==> src/rtl/bcd_pkg.sv <==
// rtl/bcd_pkg.sv - shared BCD digit constants, digit type and validity helper
//
// Contents:
//   BCD_DIGIT_W  width of one BCD digit
//   BCD_MAX      largest legal digit value (9)
//   BCD_ZERO     digit value zero
//   bcd_digit_t  one BCD digit
//   is_bcd()     1 when a digit is in 0..9
package bcd_pkg;

  localparam int         BCD_DIGIT_W = 4;
  localparam logic [3:0] BCD_MAX     = 4'd9;
  localparam logic [3:0] BCD_ZERO    = 4'd0;

  typedef logic [BCD_DIGIT_W-1:0] bcd_digit_t;

  function automatic logic is_bcd(input bcd_digit_t digit);
    return (digit <= BCD_MAX);
  endfunction

endpackage

==> src/rtl/bcd_digit_dec.sv <==
// rtl/bcd_digit_dec.sv - combinational single-digit BCD decrement with borrow chain
//
// Ports:
//   digit       current digit value
//   borrow_in   decrement request from the digit below (or the stage input)
//   next_digit  digit value after the requested decrement
//   borrow_out  request forwarded to the digit above (digit was zero)
//   invalid     digit holds a non-BCD code (A-F)
module bcd_digit_dec
  import bcd_pkg::*;
(
  input  bcd_digit_t digit,
  input  logic       borrow_in,
  output bcd_digit_t next_digit,
  output logic       borrow_out,
  output logic       invalid
);

  always_comb begin
    next_digit = digit;
    borrow_out = 1'b0;
    if (borrow_in) begin
      if (digit == BCD_ZERO) begin
        // Zero rolls to nine and hands the borrow to the next digit up.
        next_digit = BCD_MAX;
        borrow_out = 1'b1;
      end else begin
        next_digit = digit - 4'd1;
      end
    end
  end

  assign invalid = ~is_bcd(digit);

endmodule

==> src/rtl/bcd_down_counter.sv <==
// rtl/bcd_down_counter.sv - multi-digit synchronous BCD down counter, cascadable
//
// Parameters:
//   DIGITS  number of BCD digits (1..8)
//   WRAP    1: all-zero counts to all-nines; 0: hold at all-zero
// Ports:
//   CLK   rising-edge clock
//   CS    synchronous active-high clear (highest priority)
//   D     parallel load data, digit k at D[4k+3:4k]
//   LD    synchronous parallel load (beats counting)
//   EN    count enable
//   CBI   borrow in from the lower stage (tie high on the first stage)
//   Q     counter value, digit k at Q[4k+3:4k]
//   CBO   borrow out to the next stage, combinational
//   ZERO  Q is all-zero, combinational
//   ERR   registered: Q holds a non-BCD digit; counting is frozen while set
module bcd_down_counter
  import bcd_pkg::*;
#(
  parameter int DIGITS = 2,
  parameter bit WRAP   = 1'b1
) (
  input  logic                        CLK,
  input  logic                        CS,
  input  logic [BCD_DIGIT_W*DIGITS-1:0] D,
  input  logic                        LD,
  input  logic                        EN,
  input  logic                        CBI,
  output logic [BCD_DIGIT_W*DIGITS-1:0] Q,
  output logic                        CBO,
  output logic                        ZERO,
  output logic                        ERR
);

  typedef bcd_digit_t [DIGITS-1:0] bcd_vec_t;

  bcd_vec_t          q_r;
  bcd_vec_t          q_next;
  bcd_vec_t          dec_q;
  bcd_vec_t          d_vec;
  logic              err_r;
  logic              err_next;
  logic [DIGITS:0]   borrow;
  logic [DIGITS-1:0] q_invalid;
  logic [DIGITS-1:0] d_invalid;
  logic              count_ok;
  logic              underflow;

  assign d_vec     = D;
  assign borrow[0] = 1'b1;

  for (genvar k = 0; k < DIGITS; k++) begin : g_digit
    bcd_digit_dec u_dec (
      .digit      (q_r[k]),
      .borrow_in  (borrow[k]),
      .next_digit (dec_q[k]),
      .borrow_out (borrow[k+1]),
      .invalid    (q_invalid[k])
    );
    assign d_invalid[k] = ~is_bcd(d_vec[k]);
  end

  // A borrow escaping the top digit means every digit was zero.
  assign underflow = borrow[DIGITS];
  assign count_ok  = EN & CBI & ~err_r;

  always_comb begin
    q_next   = q_r;
    // Q can only hold a bad digit after a bad load, so this tracks ERR on hold/count cycles.
    err_next = |q_invalid;
    if (LD) begin
      q_next   = d_vec;
      err_next = |d_invalid;
    end else if (count_ok && !(underflow && !WRAP)) begin
      q_next = dec_q;
    end
  end

  always_ff @(posedge CLK) begin
    if (CS) begin
      q_r   <= '0;
      err_r <= 1'b0;
    end else begin
      q_r   <= q_next;
      err_r <= err_next;
    end
  end

  assign Q    = q_r;
  assign ERR  = err_r;
  assign ZERO = (q_r == '0);
  assign CBO  = CBI & EN & ZERO & ~err_r;

endmodule

==> config.mk <==
export PLATFORM = sky130hd
export DESIGN_NAME = bcd_down_counter
export DESIGN_NICKNAME = d
export VERILOG_FILES = /design/src/rtl/bcd_pkg.sv /design/src/rtl/bcd_digit_dec.sv /design/src/rtl/bcd_down_counter.sv
export SDC_FILE = /design/constraint.sdc
export NUM_CORES = 1
export LEC_CHECK = 0
export ABC_AREA = 1
export CAP_MARGIN = 20
export CORE_MARGIN = 5
export CORE_UTILIZATION = 40
export CTS_CLUSTER_SIZE = 10
export DETAILED_ROUTE_END_ITERATION = 7
export MAX_ROUTING_LAYER = met4
export PLACE_DENSITY = 0.69
export SETUP_SLACK_MARGIN = 0.1
export SLEW_MARGIN = 15
export SYNTH_ARGS = -nofsm -noshare
export SYNTH_HDL_FRONTEND = slang
export SYNTH_HIERARCHICAL = 1
export SYNTH_SLANG_ARGS = --single-unit
export TNS_END_PERCENT = 20
==> constraint.sdc <==
create_clock -name CLK -period 1.9 [get_ports CLK]
set_clock_uncertainty 0.15 [all_clocks]
set_input_delay 0.19 -clock CLK [delete_from_list [all_inputs] [get_ports CLK]]
set_output_delay 0.19 -clock CLK [all_outputs]
set_load 0.03 [all_outputs]
After elaboration in Yosys (flattened, before gate mapping)
Index checks and enable logic that the tools add are counted.
{"block": "word_totals", "regBits": 9, "input_bits": 13, "wordCells": 33}
{"block": "op_classes", "add_sub_neg": 2, "n_lt_le_gt_ge": 4, "n_mux": 7, "bitwise": 9, "n_reduce_logical": 8}
{"cell": "$le 4x4->1 const B", "count": 4}
{"cell": "$mux 8", "count": 2}
{"cell": "$mux 4", "count": 3}
{"cell": "$logic_not 4->1", "count": 2}
{"cell": "$logic_not 8->1", "count": 1}
{"cell": "$sub 4x1->4 const B", "count": 2}
{"cell": "$not 1->1", "count": 5}
{"cell": "$and 1x1->1", "count": 4}
{"cell": "$reduce_bool 2->1", "count": 2}
{"cell": "$reduce_or 2->1", "count": 2}
{"cell": "$mux 1", "count": 2}
{"cell": "$reduce_and 2->1", "count": 1}

Depth between registers and ports, before layout
{"block": "depth", "word_depth": 5, "depth_mapped": 13, "mapped_depth_nobuf": 13}

Modules after synthesis
The synthesis kept the hierarchy.
{"module": "bcd_down_counter", "instances": 1, "cells_each": 101, "area_per_inst_um2": 610.6, "seq_area_each_um2": 180.2}
{"module": "bcd_digit_dec", "instances": 2, "cells_each": 23, "area_per_inst_um2": 103.8, "seq_area_each_um2": 0.0}

Least setup slack after synthesis
OpenSTA, ideal clock, no wires.
{"block": "synth_path", "kind": "reg2reg", "start": "reg q_r, in the netlist Q[2]", "end": "reg q_r, in the netlist Q[5]", "setup_ns": 0.115, "t_arrival_ns": 1.357, "required_time_ns": 1.635, "setup_slack_ns": 0.278, "path_stages_with_launch": 13, "synth_period_minus_slack_ns": 1.622, "cell_sequence": "dfxtp_1 nor2_2 nand3_1 inv_1 inv_1 nor2_4 inv_1 nand2_1 nand2_1 nand2_1 nand2_1 a21oi_1 nor2_1"}
{"block": "synth_between", "elab_chain_len": 4}
{"element": "start: declaration", "line_no": "bcd_down_counter.sv:37", "text": "bcd_vec_t q_r;"}
{"element": "start signal: assignment", "line_no": "bcd_down_counter.sv:84", "text": "q_r <= q_next;"}
{"element": "$logic_not 4->1", "line_no": "bcd_digit_dec.sv:23", "text": "if (digit == BCD_ZERO) begin"}
{"element": "$mux 1", "line_no": "bcd_digit_dec.sv:23"}
{"element": "named net borrow[1]", "line_no": "bcd_down_counter.sv:43", "text": "logic [DIGITS:0] borrow;"}
{"element": "$reduce_bool 2->1 (no source line)"}
{"element": "$reduce_and 2->1 (no source line)"}
The timed path passes the listed nets, and every way through them passes these cells.
A chain may end at the register's enable or synchronous reset.

Worst setup path after layout
{"block": "layout_path", "start": "reg q_r, in the netlist Q[2]", "end": "out Q[2]"}
{"element": "end: declaration", "line_no": "bcd_down_counter.sv:29", "text": "output logic [BCD_DIGIT_W*DIGITS-1:0] Q,"}
No word-level cell between the ends.

==> run metrics <==
CTS tree=yes; Buffers on Ports=23; Pwr Density=roughly 600 mW/mm2; setup-violating endpoint count in the final report=0; source-to-sink clock delay at the later pin of the worst-skew pair=approximately 0.26 ns; cell-by-cell trace of the critical path=clkdlybuf4s50_1; FF-to-FF setup slack=~0.24 ns; first-pass iteration count of the detailed router=4; worst hold endpoint=Q[0]$_SDFFE_PP0P_; HPWL after DPL=1540 um; multi-input combinational cell area=484 um2; path class of the lowest-slack min-delay path=flip-flop to flip-flop; initial core utilization=about two fifths; reg-to-reg critical path endpoint=Q[5]$_SDFFE_PP0P_; hold wc startpoint=Q[0]$_SDFFE_PP0P_; Synthesis Warnings=6; total standard cell area after synthesis=815 um2; gr ovfl total=0; Required @ worst endpoint=between 1.5 and 2 ns; detailed-route DRC error count=0; final worst path period need=between 1.5 and 2 ns; Mapped Avg Cell Area=about 5.6 um2; maximum resistive drop on vdd=0.551 mV; Post-Synthesis Cells=146; filler cell count=around 200; maximum capacitance violations=0; worst-case clock buffer depth=2; post-detailed-route count of antenna-violating nets=0; startpoint type of the worst setup path=flip-flop; clock net sink count=9; Hold Path Stages=4; Vias per Instance=~4.5; vias=between 900 and 1000; starting DRC count in detailed routing=19; via count of the first global-routing pass=~800; period utilization=between 90% and 100%; accumulated negative setup slack=0 ns; Pleak=0.591 nW; library cell used as clock root buffer=sky130_fd_sc_hd__clkbuf_4; stage delay of the slowest cell on the critical path=between 0.7 and 0.8 ns; number of placement rows=16; Final Routed Wirelength=just under 2000 um; result of the run=completed; Layout area overhead=33.0%; largest net degree at the start of global routing=26; die outline height=approximately 55 um; routed len/inst=between 9 and 10 um; layout cells sized above 1=roughly a tenth; Storage cell area=~180 um2; highest net fanout along the worst path=5; master of the slowest instance on the critical path=sky130_fd_sc_hd__clkdlybuf4s50_1; Total Nets Final=roughly 190; total count of hold-check failures in the final report=0; post-CTS clock slew at the launch and capture registers of the worst setup and hold paths=about 0.06 ns; GRT Resource Usage Total=15.6%; Placeable Area=between 0.0015 and 0.002 mm2; Worst path top cell family by delay=buffers and inverters; Max Clk Rate=573 MHz; total power=approximately 0.00066 W; sum of buffers and inverters on the critical path=1; first-pass GRT wire length=3350 um; placer's final routability congestion estimate=between 0.8 and 0.9; number of top-level pins=24; overall die width=55.1 um; area enclosed by the die boundary=~0.003 mm2; type of the worst setup path=flip-flop to output pin; setup repair after global routing missed its margin=yes; total inserted antenna cells=0; critical path data arrival time=1.41 ns; number of cells traversed by the worst register-to-register path=12; number of pins exceeding their max-slew limit in the final report=0; CTS buffer count=3; crit end category=output pin; beginning of the worst register-to-register path=Q[1]$_SDFFE_PP0P_; htree depth=1; antenna violations before repair=0
[placed cells by master, fill, tap and decap left out]
cell type	n
sky130_fd_sc_hd__dfxtp_1	8
sky130_fd_sc_hd__a21oi_1	8
sky130_fd_sc_hd__nor2_1	12
sky130_fd_sc_hd__dfxtp_2	1
sky130_fd_sc_hd__clkbuf_1	1
sky130_fd_sc_hd__nor3_2	1
sky130_fd_sc_hd__inv_6	1
sky130_fd_sc_hd__conb_1	2
sky130_fd_sc_hd__dlygate4sd2_1	1
sky130_fd_sc_hd__nand2_1	54
sky130_fd_sc_hd__nand4_1	1
sky130_fd_sc_hd__buf_4	3
sky130_fd_sc_hd__nor2_4	3
sky130_fd_sc_hd__clkbuf_4	3
sky130_fd_sc_hd__inv_1	27
sky130_fd_sc_hd__clkinv_1	1
sky130_fd_sc_hd__dlymetal6s2s_1	1
sky130_fd_sc_hd__nand3_2	1
sky130_fd_sc_hd__nor2_2	1
sky130_fd_sc_hd__nand3b_1	2
sky130_fd_sc_hd__nand2_2	3
sky130_fd_sc_hd__o21ai_2	1
sky130_fd_sc_hd__nand3_1	16
sky130_fd_sc_hd__clkdlybuf4s50_1	20
[how the worst max path moves through the flow]
| stage | startpoint | end | cells past startpoint |
|---|---|---|---|
| after floorplan | Q[2]$_SDFFE_PP0P_ | Q[5]$_SDFFE_PP0P_ | 12 |
| after global placement | Q[0]$_SDFFE_PP0P_ | ZERO | 4 |
| after detailed placement | Q[0]$_SDFFE_PP0P_ | ZERO | 4 |
| after CTS | Q[0]$_SDFFE_PP0P_ | Q[0] | 1 |
| after global routing | Q[1]$_SDFFE_PP0P_ | ZERO | 4 |
| final | Q[2]$_SDFFE_PP0P_ | Q[2] | 1 |
[area by class of cell]
class / instances / share of cell area, %
multi-input cells: 105 / 44.7
repair buffers: 25 / 22.5
flip-flops and latches: 9 / 16.7
inverters: 29 / 10.5
well taps: 27 / 3.12
clock buffers: 4 / 2.42
[per-stage QoR]
step / util (%) / setup WS (ns) / area [um2] / hold WS, ns / cells
2_1_floorplan: - / 0.278 / 818 / 0.263 / 147
3_3_place_gp: 54.1 / 0.181 / 1050 / 0.456 / 195
3_5_place_dp: 54.1 / 0.165 / 1050 / 0.463 / 195
4_1_cts: 55.3 / 0.112 / 1070 / 0.475 / 199
5_1_grt: 55.8 / 0.0481 / 1080 / 0.523 / 199
6_report: 55.8 / 0.155 / 1080 / 0.454 / 199
[where the power goes]
| part | switching, W | total [W] | internal [W] |
|---|---|---|---|
| Sequential | 0.0000248 | 0.000231 | 0.000206 |
| Clock | 0.0000699 | 0.000151 | 0.0000811 |
| Combinational | 0.000160 | 0.000274 | 0.000114 |
| Total | 0.000255 | 0.000656 | 0.000401 |
[sequential cells by signal (all words and copies together), names as in the netlist]
register  flops
ERR           1
Q             8
[tightest hold or removal path, delay by kind of cell (launching register included)]
family	cells	cell delay [ns]
AND/OR/NAND/NOR	3	0.16
buffers and inverters	1	0.06
flip-flops	1	0.35
[per-layer routing]
metal	up-vias	global-route usage [%]	share of wire, %
met2	26	23.8	44
met5	-	-	0
met1	384	21.1	48
met4	0	6.07	1.4
li1	487	-	-
met3	5	1.88	6.7
[timing repair]
item                       CTS  global route
pin swaps                    0             0
setup endpoints to repair    1             4
buffers inserted             0             0
resized for setup            1             3
hold buffers                 0             0
(Power assumes the default switching activity.)
